===== config.mk =====
export PLATFORM = sky130hd
export DESIGN_NAME = mix_columns_seq
export DESIGN_NICKNAME = d
export VERILOG_FILES = /design/src/rtl/aes_pkg.sv /design/src/rtl/mix_single_column.sv /design/src/rtl/mix_columns_seq.sv
export SDC_FILE = /design/constraint.sdc
export NUM_CORES = 1
export LEC_CHECK = 0
export ABC_AREA = 1
export ABC_CLOCK_PERIOD_IN_PS = 3700
export CAP_MARGIN = 15
export CORE_MARGIN = 2
export CORE_UTILIZATION = 55
export DETAILED_ROUTE_END_ITERATION = 8
export PLACE_DENSITY = 0.84
export SLEW_MARGIN = 20
export SYNTH_ARGS = -nofsm -noshare
export SYNTH_HDL_FRONTEND = slang
export SYNTH_HIERARCHICAL = 1
export SYNTH_SLANG_ARGS = --single-unit

===== constraint.sdc =====
create_clock -name clk -period 3.7 [get_ports clk]
set_input_delay 0.74 -clock clk [delete_from_list [all_inputs] [get_ports clk]]
set_output_delay 0.74 -clock clk [all_outputs]
set_load 0.01 [all_outputs]

===== src/rtl/aes_pkg.sv =====
// Shared AES datapath types and GF(2^8) helpers.
package aes_pkg;

    localparam int unsigned BYTE_W = 8;
    localparam int unsigned N_ROWS = 4;
    localparam int unsigned N_COLS = 4;

    typedef logic [BYTE_W-1:0] byte_t;
    // One state column, indexed by row.
    typedef byte_t [N_ROWS-1:0] column_t;
    // Full AES state, indexed [row][col].
    typedef byte_t [N_ROWS-1:0][N_COLS-1:0] state_t;

    localparam byte_t AES_POLY_REDUCE = 8'h1B;

    typedef enum logic [1:0] {
        ST_IDLE = 2'd0,
        ST_BUSY = 2'd1,
        ST_DONE = 2'd2
    } mc_state_e;

    // Multiply by x (i.e. by 2) modulo the AES polynomial.
    function automatic byte_t xtime(input byte_t b);
        return {b[BYTE_W-2:0], 1'b0} ^ (b[BYTE_W-1] ? AES_POLY_REDUCE : 8'h00);
    endfunction

    // Multiply by 3 = xtime(b) ^ b.
    function automatic byte_t gmul3(input byte_t b);
        return xtime(b) ^ b;
    endfunction

endpackage


===== src/rtl/mix_single_column.sv =====
// Combinational MixColumns of one AES column.
//   col_i   : input column, col_i[r] is row r
//   mixed_c : transformed column, same row indexing
module mix_single_column
    import aes_pkg::*;
(
    input  column_t col_i,
    output column_t mixed_c
);

    byte_t a0, a1, a2, a3;

    assign a0 = col_i[0];
    assign a1 = col_i[1];
    assign a2 = col_i[2];
    assign a3 = col_i[3];

    // Circulant matrix {2,3,1,1} applied row by row.
    assign mixed_c[0] = xtime(a0) ^ gmul3(a1) ^ a2         ^ a3;
    assign mixed_c[1] = a0        ^ xtime(a1) ^ gmul3(a2)  ^ a3;
    assign mixed_c[2] = a0        ^ a1        ^ xtime(a2)  ^ gmul3(a3);
    assign mixed_c[3] = gmul3(a0) ^ a1        ^ a2         ^ xtime(a3);

endmodule


===== src/rtl/mix_columns_seq.sv =====
// Sequential AES MixColumns stage, COLS_PER_CYCLE columns per clock.
//   clk, rst_n     : clock, async active-low reset
//   in_valid/ready : input handshake for din/in_last_round
//   din            : input state [row][col]
//   in_last_round  : 1 = final round, result is din unchanged
//   out_valid/ready: output handshake for dout
//   dout           : registered result state [row][col]
module mix_columns_seq
    import aes_pkg::*;
#(
    parameter int unsigned COLS_PER_CYCLE = 1
) (
    input  logic   clk,
    input  logic   rst_n,
    input  logic   in_valid,
    output logic   in_ready,
    input  state_t din,
    input  logic   in_last_round,
    output logic   out_valid,
    input  logic   out_ready,
    output state_t dout
);

    localparam int unsigned COL_IDX_W  = 2;
    // A step of 4 wraps to 0, so the single-group case stays at column 0.
    localparam logic [COL_IDX_W-1:0] COL_STEP   = COL_IDX_W'(COLS_PER_CYCLE);
    localparam logic [COL_IDX_W-1:0] LAST_GROUP = COL_IDX_W'(N_COLS - COLS_PER_CYCLE);

    if (!(COLS_PER_CYCLE == 1 || COLS_PER_CYCLE == 2 || COLS_PER_CYCLE == 4)) begin : g_bad_cfg
        $error("mix_columns_seq: COLS_PER_CYCLE must be 1, 2 or 4");
    end

    mc_state_e              state_q, state_d;
    logic [COL_IDX_W-1:0]   col_idx_q, col_idx_d;
    state_t                 work_q, work_d;
    state_t                 dout_q, dout_d;
    logic                   out_valid_q, out_valid_d;
    logic                   in_ready_q, in_ready_d;

    column_t                grp_in  [COLS_PER_CYCLE];
    column_t                grp_out [COLS_PER_CYCLE];
    state_t                 busy_state;

    // Column group selected by col_idx feeds the mixer instances.
    for (genvar g = 0; g < COLS_PER_CYCLE; g++) begin : g_grp
        for (genvar r = 0; r < N_ROWS; r++) begin : g_row
            assign grp_in[g][r] = work_q[r][col_idx_q + COL_IDX_W'(g)];
        end
        mix_single_column u_mix (
            .col_i   (grp_in[g]),
            .mixed_c (grp_out[g])
        );
    end

    // Working state with the current group's columns replaced. Group bases are
    // multiples of COLS_PER_CYCLE, so column c always comes from mixer c % N.
    for (genvar c = 0; c < N_COLS; c++) begin : g_wb
        localparam int unsigned MEMBER = c % COLS_PER_CYCLE;
        localparam logic [COL_IDX_W-1:0] BASE = COL_IDX_W'(c - MEMBER);
        for (genvar r = 0; r < N_ROWS; r++) begin : g_row
            assign busy_state[r][c] = (col_idx_q == BASE) ? grp_out[MEMBER][r] : work_q[r][c];
        end
    end

    // Next-state and output decode.
    always_comb begin
        state_d     = state_q;
        col_idx_d   = col_idx_q;
        work_d      = work_q;
        dout_d      = dout_q;
        out_valid_d = 1'b0;
        in_ready_d  = 1'b0;

        unique case (state_q)
            ST_IDLE: begin
                if (in_valid) begin
                    work_d    = din;
                    col_idx_d = '0;
                    state_d   = in_last_round ? ST_DONE : ST_BUSY;
                end
            end
            ST_BUSY: begin
                work_d    = busy_state;
                col_idx_d = col_idx_q + COL_STEP;
                if (col_idx_q == LAST_GROUP) begin
                    state_d = ST_DONE;
                end
            end
            ST_DONE: begin
                // First DONE cycle loads the output register.
                out_valid_d = 1'b1;
                if (!out_valid_q) begin
                    dout_d = work_q;
                end else if (out_ready) begin
                    out_valid_d = 1'b0;
                    state_d     = ST_IDLE;
                end
            end
            default: begin
                state_d = ST_IDLE;
            end
        endcase

        in_ready_d = (state_d == ST_IDLE);
    end

    // State and output registers.
    always_ff @(posedge clk or negedge rst_n) begin
        if (!rst_n) begin
            state_q     <= ST_IDLE;
            col_idx_q   <= '0;
            work_q      <= '0;
            dout_q      <= '0;
            out_valid_q <= 1'b0;
            in_ready_q  <= 1'b1;
        end else begin
            state_q     <= state_d;
            col_idx_q   <= col_idx_d;
            work_q      <= work_d;
            dout_q      <= dout_d;
            out_valid_q <= out_valid_d;
            in_ready_q  <= in_ready_d;
        end
    end

    assign in_ready  = in_ready_q;
    assign out_valid = out_valid_q;
    assign dout      = dout_q;

endmodule


; Word-level counts from Yosys, hierarchy flattened
; Index checks and enable logic that the tools add are counted.
[op_classes]
reduce_logical = 10
addsub = 1
mux = 41
bitwise_logic = 21
eq_ne = 10
magnitude_cmp = 1
[ops]
columns = operator, count
row1 = one-hot mux 128 bit (2 select lines), 1
row2 = two-way mux 8 bit, 20
row3 = XOR 8 bit, 19
row4 = two-way mux 128 bit, 1
row5 = binary-select mux 8 bit (select 2 bit), 4
row6 = two-way mux 5 bit, 4
row7 = two-way mux 2 bit, 6
row8 = AND reduction 3 bit, 4
row9 = != test 2 bit (second input constant), 5
row10 = XOR 8 x 5 -> 8 bit, 1
row11 = == test 2 bit (second input constant), 3
row12 = logical NOT 2 bit, 3
row13 = one-hot mux 2 bit (3 select lines), 1
row14 = == test 2 x 1 -> 1 bit (second input constant), 2
row15 = one-hot mux 2 bit (2 select lines), 1
row16 = AND reduction 2 bit, 2
row17 = < comparator 2 x 3 -> 1 bit (second input constant), 1
row18 = two-way mux 1 bit, 3
row19 = adder 2 x 1 -> 2 bit (second input constant), 1
row20 = nonzero test 2 bit, 1
row21 = inverter 1 bit, 1
[word_totals]
register_bits = 262
out_inout_bits = 130

; Depth between registers and ports, before layout
; Gate-level depths: netlist of the first run.
[logic_depth]
depth_word = 10
mapped_depth = 19

; Cells and area by module
; Netlist of the first run, hierarchy kept.
[by_module_without_submodules]
columns = module, area_per_inst_um2, instances, cells_each, seq_area_each_um2
row1 = mix_columns_seq, 12414.4, 1, 1620, 6557.5
row2 = mix_single_column, 2020.7, 1, 431, 0.0

; Least setup slack after synthesis of the first run
; Ideal clock, no wire load.
[synth_path]
path_kind = register to register
from = register col_idx_q[1]
to = register work_q[35] (netlist bit)
slack_ps = 1655
n_path_buf = 3
synth_period_minus_slack_ps = 2045
setup_time_ps = 116
stages_incl_launch_ff = 20
arrival_time_ps = 1929
cell_sequence = dfrtp_1 -> buf_2 -> inv_1 -> buf_1 -> a21oi_1 -> o21ai_0 -> nand2_1 -> buf_4 -> nand2_1 -> inv_1 -> nor2_1 -> nand2_1 -> nand2_1 -> nand2_1 -> nand2_1 -> inv_1 -> nand2_1 -> nand2_1 -> nand2_1 -> nand2_1
[synth_lines]
columns = item, line
row1 = from (decl), mix_columns_seq.sv:34  ; logic [COL_IDX_W-1:0] col_idx_q, col_idx_d;
row2 = from (signal assigned), mix_columns_seq.sv:118  ; col_idx_q <= col_idx_d;
row3 = to (signal assigned), mix_columns_seq.sv:119  ; work_q <= work_d;
row4 = to (decl), mix_columns_seq.sv:35  ; state_t work_q, work_d;

; Worst setup path in the final report of the first run
[layout_path]
from = register col_idx_q[0]
to = register work_q[81] (netlist bit)
[layout_between]
elab_chain_cells = 8
word_cells_on_any_way = 21
cone_classes = 2 x eq/ne / 12 x mux / 6 x bitwise / 1 x reduce/logical
[layout_lines]
columns = item, line
row1 = binary-select mux 8 bit (select 2 bit), mix_columns_seq.sv:47  ; assign grp_in[g][r] = work_q[r][col_idx_q + COL_IDX_W'(g)];
row2 = two-way mux 8 bit (implied by the code), mix_columns_seq.sv:47
row3 = two-way mux 5 bit, aes_pkg.sv:24  ; return {b[BYTE_W-2:0], 1'b0} ^ (b[BYTE_W-1] ? AES_POLY_REDUCE : 8'h00);
row4 = XOR 8 bit, aes_pkg.sv:24
row5 = XOR 8 bit (on tied branches), "mix_single_column.sv:21, aes_pkg.sv:29"
row6 = XOR 8 bit, mix_single_column.sv:21  ; assign mixed_c[2] = a0 ^ a1 ^ xtime(a2) ^ gmul3(a3);
row7 = two-way mux 8 bit, mix_columns_seq.sv:61  ; assign busy_state[r][c] = (col_idx_q == BASE) ? grp_out[MEMBER][r] : work_q[r][c];
row8 = one-hot mux 128 bit (2 select lines), mix_columns_seq.sv:74  ; unique case (state_q)
; Parallel ways exist; a longest one is shown, timed or not. The select of a mux whose other input is x is not followed.
; A chain may end at the register's enable or synchronous reset.

==> impl_results.md, run 1 <==
* Setup violations, final at 0
* Top cells by count, synth: nand2_1 (1074), dfrtp_1 (261), o21ai_0 (178)
* GRT Util Overall at 32.8%
* Synth area leader: dfrtp_1
* Post-CTS Setup Inserts at 0
* Worst hold slack at ~0.27 ns
* Fraction of layout cells with a size suffix above 1 at under 10%
* Static Leak at 9.66 nW
* CP endpoint kind: flop
* Mapped Area at around 14000 sq um
* Final WS setup at between 0.7 and 0.8 ns
* Complex-gate fraction of the synthesized area at 9.27%
* Syn Nets at 2188
* Clock sinks at 262
* CP Class: flop to flop
* Post-DR vias/cell at 5.47
* Final Non-Filler Cells at 2612
* CTS max path bufs at 3
* Row count at 59
* Peak supply drop at 0.000515 V
* DR vias at 14300
* Multi-input gate area at 6460 sq um
* Critical path launch point type: flop
* DR DRC count at 0
* DRT antenna net count at 0
* Actual slew at the worst max-slew pin at 1.18 ns
* Post-synthesis mux area share at 0%
* DIE WIDTH at roughly 170 microns
* Placer congestion estimate at 0.958
* Area of the core at 25900 sq um
* WP data arrival at 3.40 ns
* Vias in the first global route at 13900
* Register area share after synthesis at 45.4%
* CTS clk-pin slew, worst paths at approximately 0.07 ns
* Setup Slack @ Placement at 0.864 ns
* Final Cycle Share at approximately four fifths
* Drt first pass iters at 6
* Routed wire length at 45600 microns
* Pins Over Slew Limit at 0
* Initial Util at 55.7%
* Status: finished clean
* First-pass GRT wire length at between 70000 and 80000 microns
* Worst rel slew slack at 21.3%
* Setup TNS at 0 ns
* RSZ-0062 raised after global routing: no
* Post-cts gate resize count at 0
* Grt ovf at 0
* Number of flops mapped to enable cells by yosys at 0
* Final hold violation count at 0
* Cells after Synth at 2051
* DP Wirelength at 32300 microns
* Initial antenna violation count at 0
* Post-synth top flop: dfrtp_1
* Post-synth cell types at 30
* Post-Synth XOR/XNOR Area at 2.77%
* Clk_skew at around 0.012 ns
* Total Nets Final at ~2400
* Dpl cells at 2563
* Cell with the most instances after synthesis: nand2_1
* CP required at 4.17 ns
* Synth Area in Adders at 0.347%
* Register bit total from synthesis at 262
* FMAX at ~340 MHz
* Simple-Gate Fraction of Synth Area at 32.3%
* Hold_buf cts at 0
* Clk Latency, worst-skew pair at between 0.5 and 0.6 ns
* Max-cap viol count at 0
* Post-synth ARST share at 100%
* Final Critical Period at approximately 3 ns
* # fillers at 2131
* YS warnings at 6
* Worst hold path class: primary input to async pin
* Die H at 166 microns
* Antenna Cells at 0
* Initial drt markers at 1556
* Share of the synthesized area in the top cell type at approximately 45%
* Top cells by area, synth: dfrtp_1 (45%), nand2_1 (28%), o21ai_0 (6.2%), inv_1 (4.3%), a21oi_1 (2.3%)
* Area delta synth->final at 24.3%
* PortBufs at 262
* H-tree depth at 1
* Die area at between 20000 and 30000 sq um
* Sequential cell area at 6560 sq um
* Total Power at 0.0194 W
* PD cells at 1080 nW/um^2
* Largest family of logic cells by synthesized area: simple AND/OR/NAND/NOR gates
* Top Ports at roughly 260
* CTS tree: built
* Largest net degree at the start of global routing at about 110
* Syn avg cell area at 7.04 sq um
* Root Driver: clkbuf_16
* CP Max Fanout at 40
* DR WL/cell at about 17 microns
* Cts bufs inserted at 27
[final timing paths]
| path | startpoint | cells past startpoint | end | slack (ns) |
|---|---|---|---|---|
| min | rst_n | 1 | dout[39] | 0.27 |
| max reg2reg | col_idx_q[0] | 8 | work_q[81] | 0.77 |
| min in group clk | work_q[75] | 2 | work_q[75] | 0.48 |
| min reg2reg | work_q[75] | 2 | work_q[75] | 0.48 |
| max | col_idx_q[0] | 8 | work_q[81] | 0.77 |
| max in group asynchronous | rst_n | 2 | dout[36] | 2.51 |
[routing by layer]
metal	wire length, microns	track usage (%)	up-vias	part of all wire [%]
met5	0	0	-	0
met3	3980	4.84	131	8.7
met2	21100	53.2	759	46
met1	19000	45.3	6710	42
met4	1570	11.1	0	3.4
li1	-	-	6684	-
[worst max-delay path, cell delays in order, from the launching register on]
cell and delay, ns:
dfrtp_2 0.50, inv_2 0.40, buf_12 0.25, ha_1 0.17
inv_1 0.06, o21ai_2 0.91, buf_4 0.39, nand2_1 0.10
nand2_1 0.07
[logic make-up (layout without fill, tap and decap cells)]
kind of cell | count (synthesis) | in the layout
AO/OA/AOI/OAI | 265 | 265
adder cells (fa/ha/maj) | 4 | 4
XOR/XNOR | 41 | 41
buffers and inverters | 297 | 523
AND/OR/NAND/NOR | 1182 | 1182
flip-flops | 262 | 262
[report_power, final]
part           internal [W]  switching, W
clock network       0.00155       0.00114
registers           0.00408      0.000855
logic               0.00402       0.00775
total               0.00965       0.00975
[through the flow]
step           instance area [sq um]  utilization [%]
2_1_floorplan                  14400                -
3_3_place_gp                   17000             65.8
3_5_place_dp                   17000             65.8
4_1_cts                        17900             69.1
5_1_grt                        17900             69.2
6_report                       17900             69.2
[placed cells by master (no fill, tap or decap), types with 2 or more instances in the layout]
cell	Yosys	routed
a21oi_1	67	67
buf_12	0	5
buf_4	15	21
clkbuf_1	16	6
clkbuf_16	0	27
clkbuf_8	0	7
clkdlybuf4s50_1	0	261
clkinv_2	0	5
dfrtp_1	261	260
ha_1	4	4
inv_1	165	165
inv_2	15	15
inv_4	5	5
inv_6	0	2
nand2_1	1074	1074
nand2_2	19	19
nand2_4	5	5
nand3_1	63	63
nand3b_1	3	3
nand4_1	3	3
nor2_1	12	12
nor2_8	2	2
o21ai_0	178	178
o21ai_1	17	17
o21ai_2	3	2
xnor2_1	11	11
xor2_1	26	26
xor2_2	3	3
[registers in the layout, summed over array words and instances (netlist names)]
signal,flops
in_ready,1
col_idx_q,2
state_q,2
dout,128
work_q,128
out_valid,1
[layout make-up]
type	count	area share, %
clock buffer	40	4.43
clock inverter	8	0.405
inverter	186	4.00
multi-input combinational	1492	36.0
sequential	262	36.6
tap	335	2.34
timing repair buffer	289	16.2
Power figures use the tool's default switching activity.
==> run 2, diff against run 1 <==
- ABC_CLOCK_PERIOD_IN_PS: 3700 -> 2800
- CORE_UTILIZATION: 55 -> 53
- PLACE_DENSITY: 0.84 -> 0.82
- clock period: 3.7 -> 2.8 ns (I/O delays scaled with it)
==> run 2 against run 1 <==
Net effect: the flow now finishes with violations (negative hold slack); clock power rose by 36%; critical endpoint is now work_q[78]; highest routed layer unchanged; critical path type unchanged; largest power group unchanged; global-route usage fell by 1.1 points; via count fell by 0.95%.
==> impl_results.md, run 2 (synthesis results as in run 1) <==
* Status: finished, violations left
* Failing checks: negative hold slack
* Final Cycle Share at 92.3%
* Total Power at 0.0257 W
* Worst hold slack at -0.0113 ns
* Final hold violation count at 6
* Pins Over Slew Limit at 0
* Die area at around 29000 sq um
* DP Wirelength at 32500 microns
* Drt first pass iters at 6
* Max-cap viol count at 0
* Commonest non-fill, non-tap cell in the layout: nand2_1
* Post-CTS Setup Inserts at 0
* PD cells at 1420 nW/um^2
* # fillers at between 2000 and 2500
* Slowest stage delay, CP at 0.43 ns
* Sequential Power Share at 25.3%
* Clk_skew at between 0.015 and 0.02 ns
* GRT Util Overall at 31.6%
* DIE WIDTH at between 150 and 200 microns
* CP endpoint kind: flop
* Clk Latency, worst-skew pair at 0.54 ns
* Final WS setup at about 0.21 ns
* First-pass GRT wire length at between 70000 and 80000 microns
* Root Driver: clkbuf_16
* Final Non-Filler Cells at 2624
* Area delta synth->final at 25.4%
* CTS tree: built
* CP required at 3.23 ns
* Setup violations, final at 0
* Switching power at 0.0127 W
* DR DRC count at 0
* Clock sinks at around 260
* Critical path launch point type: flop
* Antenna Cells at 0
* Switching Fraction at 49.4%
* Dpl cells at roughly 2600
* Top Ports at approximately 260
* Fraction of layout cells with a size suffix above 1 at 5.96%
* Most frequent CP cell: nand2_1
* Vias in the first global route at between 10000 and 15000
* Actual slew at the worst max-slew pin at 0.729 ns
* Placer congestion estimate at 0.947
* Total Nets Final at approximately 2400
* Row count at 60
* Setup TNS at 0 ns
* Cts bufs inserted at 27
* Worst R2R Setup Slack at about 0.21 ns
* Pint at 0.0130 W
* Routed wire length at 45700 microns
* Crit-path cells: buf_4, o21ai_0, nand2_1, inv_2, nand2_1, nand2_1, inv_1, nand2_1, nand2_1, nand2_1, nand2_1, nand2_1, nand2_1, nand2_1, nand2_1
* PortBufs at 262
* CTS max path bufs at 3
* Worst rel slew slack at 51.2%
* Area of the core at ~27000 sq um
* CP Max Fanout at 18
* Largest net degree at the start of global routing at 87
* DR WL/cell at around 17 microns
* Die H at 169 microns
* Initial antenna violation count at 0
* Final Critical Period at about 2.6 ns
* DR vias at 14100
* DRT antenna net count at 0
* Setup Slack @ Placement at 0.288 ns
* Initial drt markers at approximately 1400
* Static Leak at 9.73 nW
* WP data arrival at 3.02 ns
* CTS clk-pin slew, worst paths at 0.06 ns
* Clock power frac at between 10% and 20%
* Initial Util at 53.7%
* Most frequent cells in the layout: nand2_1 (1072), clkdlybuf4s50_1 (261), dfrtp_1 (260)
* Grt ovf at 0
* Crit-path slowest cell: dfrtp_2
* H-tree depth at 1
* CP Class: flop to flop
* Comb power frac at 60.5%
* Peak supply drop at 0.000649 V
* FMAX at a little under 400 MHz
* Worst hold path class: primary input to async pin
* RSZ-0062 raised after global routing: no
* Post-DR vias/cell at 5.39
[run 2: cell types whose count changed in the layout (fill, tap and decap cells not counted), sizes merged]
cell | previous run | this run
bufinv | 1 | 2
clkinv | 5 | 2
clkbuf | 40 | 41
inv | 188 | 187
buf | 28 | 36
[run 2: final cells by class]
class                      count  area, sq um  area share, %
sequential                   262         6560           36.2
multi-input combinational   1492         6480           35.8
timing repair buffer         297         3020           16.7
clock buffer                  41          818           4.52
inverter                     186          718           3.97
tap                          341          427           2.36
clock inverter                 5         78.8          0.436
[run 2: final timing paths]
check,cells after the start,end,startpoint
min in group clk,2,work_q[78],work_q[78]
min reg2reg,2,work_q[78],work_q[78]
min,1,dout[47],rst_n
max,15,work_q[78],col_idx_q[0]
max reg2reg,15,work_q[78],col_idx_q[0]
max in group asynchronous,2,dout[61],rst_n
[run 2: critical path, delay by kind of cell (launching register included)]
kind / cells / cell delay, ns
AO/OA/AOI/OAI: 1 / 0.35
flip-flops: 1 / 0.43
buffers and inverters: 3 / 0.45
AND/OR/NAND/NOR: 11 / 1.26
[run 2: power by group through the flow]
stage	Clock (W)	Sequential, W	Combinational [W]
final	0.00367	0.00650	0.0155
after global routing	0.00384	0.00664	0.0173
after CTS	0.00368	0.00646	0.0153
after detailed placement	0	0.00650	0.0151
after global placement	0	0.00644	0.0149
after floorplan	0	0.00651	0.0103
[run 2: layer usage]
layer,global-route usage [%],vias up,routed length (microns)
met2,51.7,725,21200
met4,11.3,0,1600
met1,43.1,6610,19000
li1,-,6698,-
met3,4.84,115,3860
met5,0,-,0
[run 2: stage by stage]
stage	utilization (%)	instance area, sq um
3_5_place_dp	63.8	17100
2_1_floorplan	-	14400
6_report	67.3	18100
4_1_cts	67.1	18000
3_3_place_gp	63.8	17100
5_1_grt	67.3	18100
[run 2: what timing repair did]
action,in CTS,in global routing
setup endpoints to repair,0,5
gates resized for setup,0,2
hold buffers,0,0
==> run 3, diff against run 2 <==
- CORE_UTILIZATION: 53 -> 45
- PLACE_DENSITY: 0.82 -> 0.71
==> run 3 against run 2 <==
Net effect: register-to-register slack better by 0.03 ns; non-clock buffer count is 3 higher; clock skew is 0.0041 ns lower; the flow now finishes without violations; die area is 17% higher; critical endpoint is now work_q[19]; power is 0.14% lower; largest power group unchanged; via count is 2.5% lower; global-route usage is 4.4 points lower; largest cell class unchanged; flip-flop and latch count stayed put; design area is 0.86% higher; routed wire length is 0.84% higher; count of clock-buffer cells in the layout is 3 higher.
==> impl_results.md, run 3 (synthesis results as in run 1) <==
* RSZ-0062 raised after global routing: no
* PortBufs at 262
* Placer congestion estimate at roughly 0.97
* Post-CTS Setup Inserts at 0
* Actual slew at the worst max-slew pin at 0.643 ns
* Clock power frac at 14.4%
* R2r endpoint: work_q[19]
* Hold path depth at 2
* Max-cap viol count at 0
* Setup TNS at 0 ns
* Largest net degree at the start of global routing at between 100 and 150
* Switching Fraction at 49.4%
* Total Power at 0.0257 W
* Antenna Cells at 0
* DR vias at 13800
* Top Ports at 263
* Peak supply drop at 0.000748 V
* Placed cell areas at 17300 sq um
* Post-DR vias/cell at 5.12
* Status: finished clean
* Total Nets Final at 2408
* Comb power frac at between 60% and 70%
* Dpl cells at 2639
* Root Driver: clkbuf_16
* WP data arrival at approximately 3 ns
* Fraction of layout cells with a size suffix above 1 at under 10%
* Grt ovf at 0
* FMAX at 391 MHz
* Die area at 33500 sq um
* CP endpoint kind: flop
* Pint at 0.0130 W
* GRT Util Overall at 27.2%
* Initial antenna violation count at 0
* Initial drt markers at 1279
* HP Start: work_q[81]
* Worst hold path class: flop to flop
* Static Leak at 9.76 nW
* Vias in the first global route at roughly 13000
* Worst r2r src: col_idx_q[0]
* Final Cycle Share at 91.4%
* Commonest non-fill, non-tap cell in the layout: nand2_1
* DRT antenna net count at 0
* Final Critical Period at ~2.6 ns
* Cts bufs inserted at 29
* Post-route cell area at 18300 sq um
* Critical path launch point type: flop
* Most frequent cells in the layout: nand2_1 (1073), clkdlybuf4s50_1 (261), dfrtp_1 (260)
* Final hold violation count at 0
* Clock sinks at 262
* R2R depth at 16
* CP Class: flop to flop
* CP required at between 3 and 4 ns
* DP Wirelength at about 33000 microns
* Worst hold slack at 0.477 ns
* Sequential Power Share at 25.1%
* Row count at 65
* Clk_skew at 0.0111 ns
* CTS max path bufs at 3
* DIE WIDTH at 183 microns
* Area delta synth->final at 26.4%
* Final Non-Filler Cells at 2694
* Pins Over Slew Limit at 0
* DR DRC count at 0
* H-tree depth at 1
* Hold EP: work_q[81]
* DR WL/cell at 17.1 microns
* Initial Util at 45.7%
* CTS clk-pin slew, worst paths at approximately 0.06 ns
* First-pass GRT wire length at 72100 microns
* CP Max Fanout at 40
* Die H at 183 microns
* Routed wire length at 46000 microns
* Clk Latency, worst-skew pair at 0.54 ns
* Worst R2R Setup Slack at 0.24 ns
* Switching power at 0.0127 W
* Area of the core at 31600 sq um
* Worst rel slew slack at between 50% and 60%
* CTS tree: built
* Setup violations, final at 0
* PD cells at approximately 1400 nW/um^2
* Drt first pass iters at 6
## run 3: power by group through the flow
| stage | clock network [W] | registers, W | logic, W |
|---|---|---|---|
| floorplan | 0 | 0.00651 | 0.0103 |
| global placement | 0 | 0.00643 | 0.0150 |
| detailed placement | 0 | 0.00647 | 0.0153 |
| CTS | 0.00376 | 0.00643 | 0.0154 |
| global route | 0.00391 | 0.00661 | 0.0174 |
| finish | 0.00369 | 0.00645 | 0.0155 |
## run 3: per-stage QoR
stage / utilization, % / setup WS, ns
6_report: 57.8 / 0.241
3_5_place_dp: 54.7 / 0.247
5_1_grt: 57.8 / 0.0428
2_1_floorplan: - / 0.755
3_3_place_gp: 54.6 / 0.285
4_1_cts: 57.7 / 0.224
## run 3: critical path, cell delays in order, from the launching register on
cell     delay, ns
dfrtp_2       0.42
buf_4         0.27
a21oi_1       0.19
o21ai_0       0.09
nand2_1       0.25
buf_4         0.24
nand2_1       0.06
nand2_1       0.09
nand2_1       0.05
nand2_1       0.13
inv_1         0.05
nand2_1       0.06
nand2_1       0.05
nand2_1       0.22
nand2_1       0.12
nand2_1       0.10
nand2_1       0.05
## run 3: how the worst max path moves through the flow
stage,startpoint,end,slack (ns)
2_1_floorplan,col_idx_q[1],work_q[35],0.75
3_3_place_gp,col_idx_q[0],work_q[33],0.28
3_5_place_dp,col_idx_q[0],work_q[53],0.25
4_1_cts,col_idx_q[0],work_q[53],0.22
5_1_grt,col_idx_q[0],work_q[47],0.04
6_report,col_idx_q[0],work_q[19],0.24
## run 3: repair_timing
| action | 4_1_cts | 5_1_grt |
|---|---|---|
| gates resized for setup | 0 | 1 |
| endpoints found under the setup margin | 0 | 3 |
| hold buffers | 1 | 0 |
| endpoints found under the hold margin | 1 | 0 |
## run 3: layer usage
metal	wire (microns)	global-route usage [%]
met5	0	0
met4	1060	7.84
met3	3300	3.73
met2	21500	44.7
met1	20200	37.9
## run 3: layout make-up
type,instances,area (sq um)
tap,402,503
inverter,186,718
sequential,262,6560
multi-input combinational,1492,6480
clock inverter,8,71.3
clock buffer,44,842
timing repair buffer,300,3080
fill,2949,13300
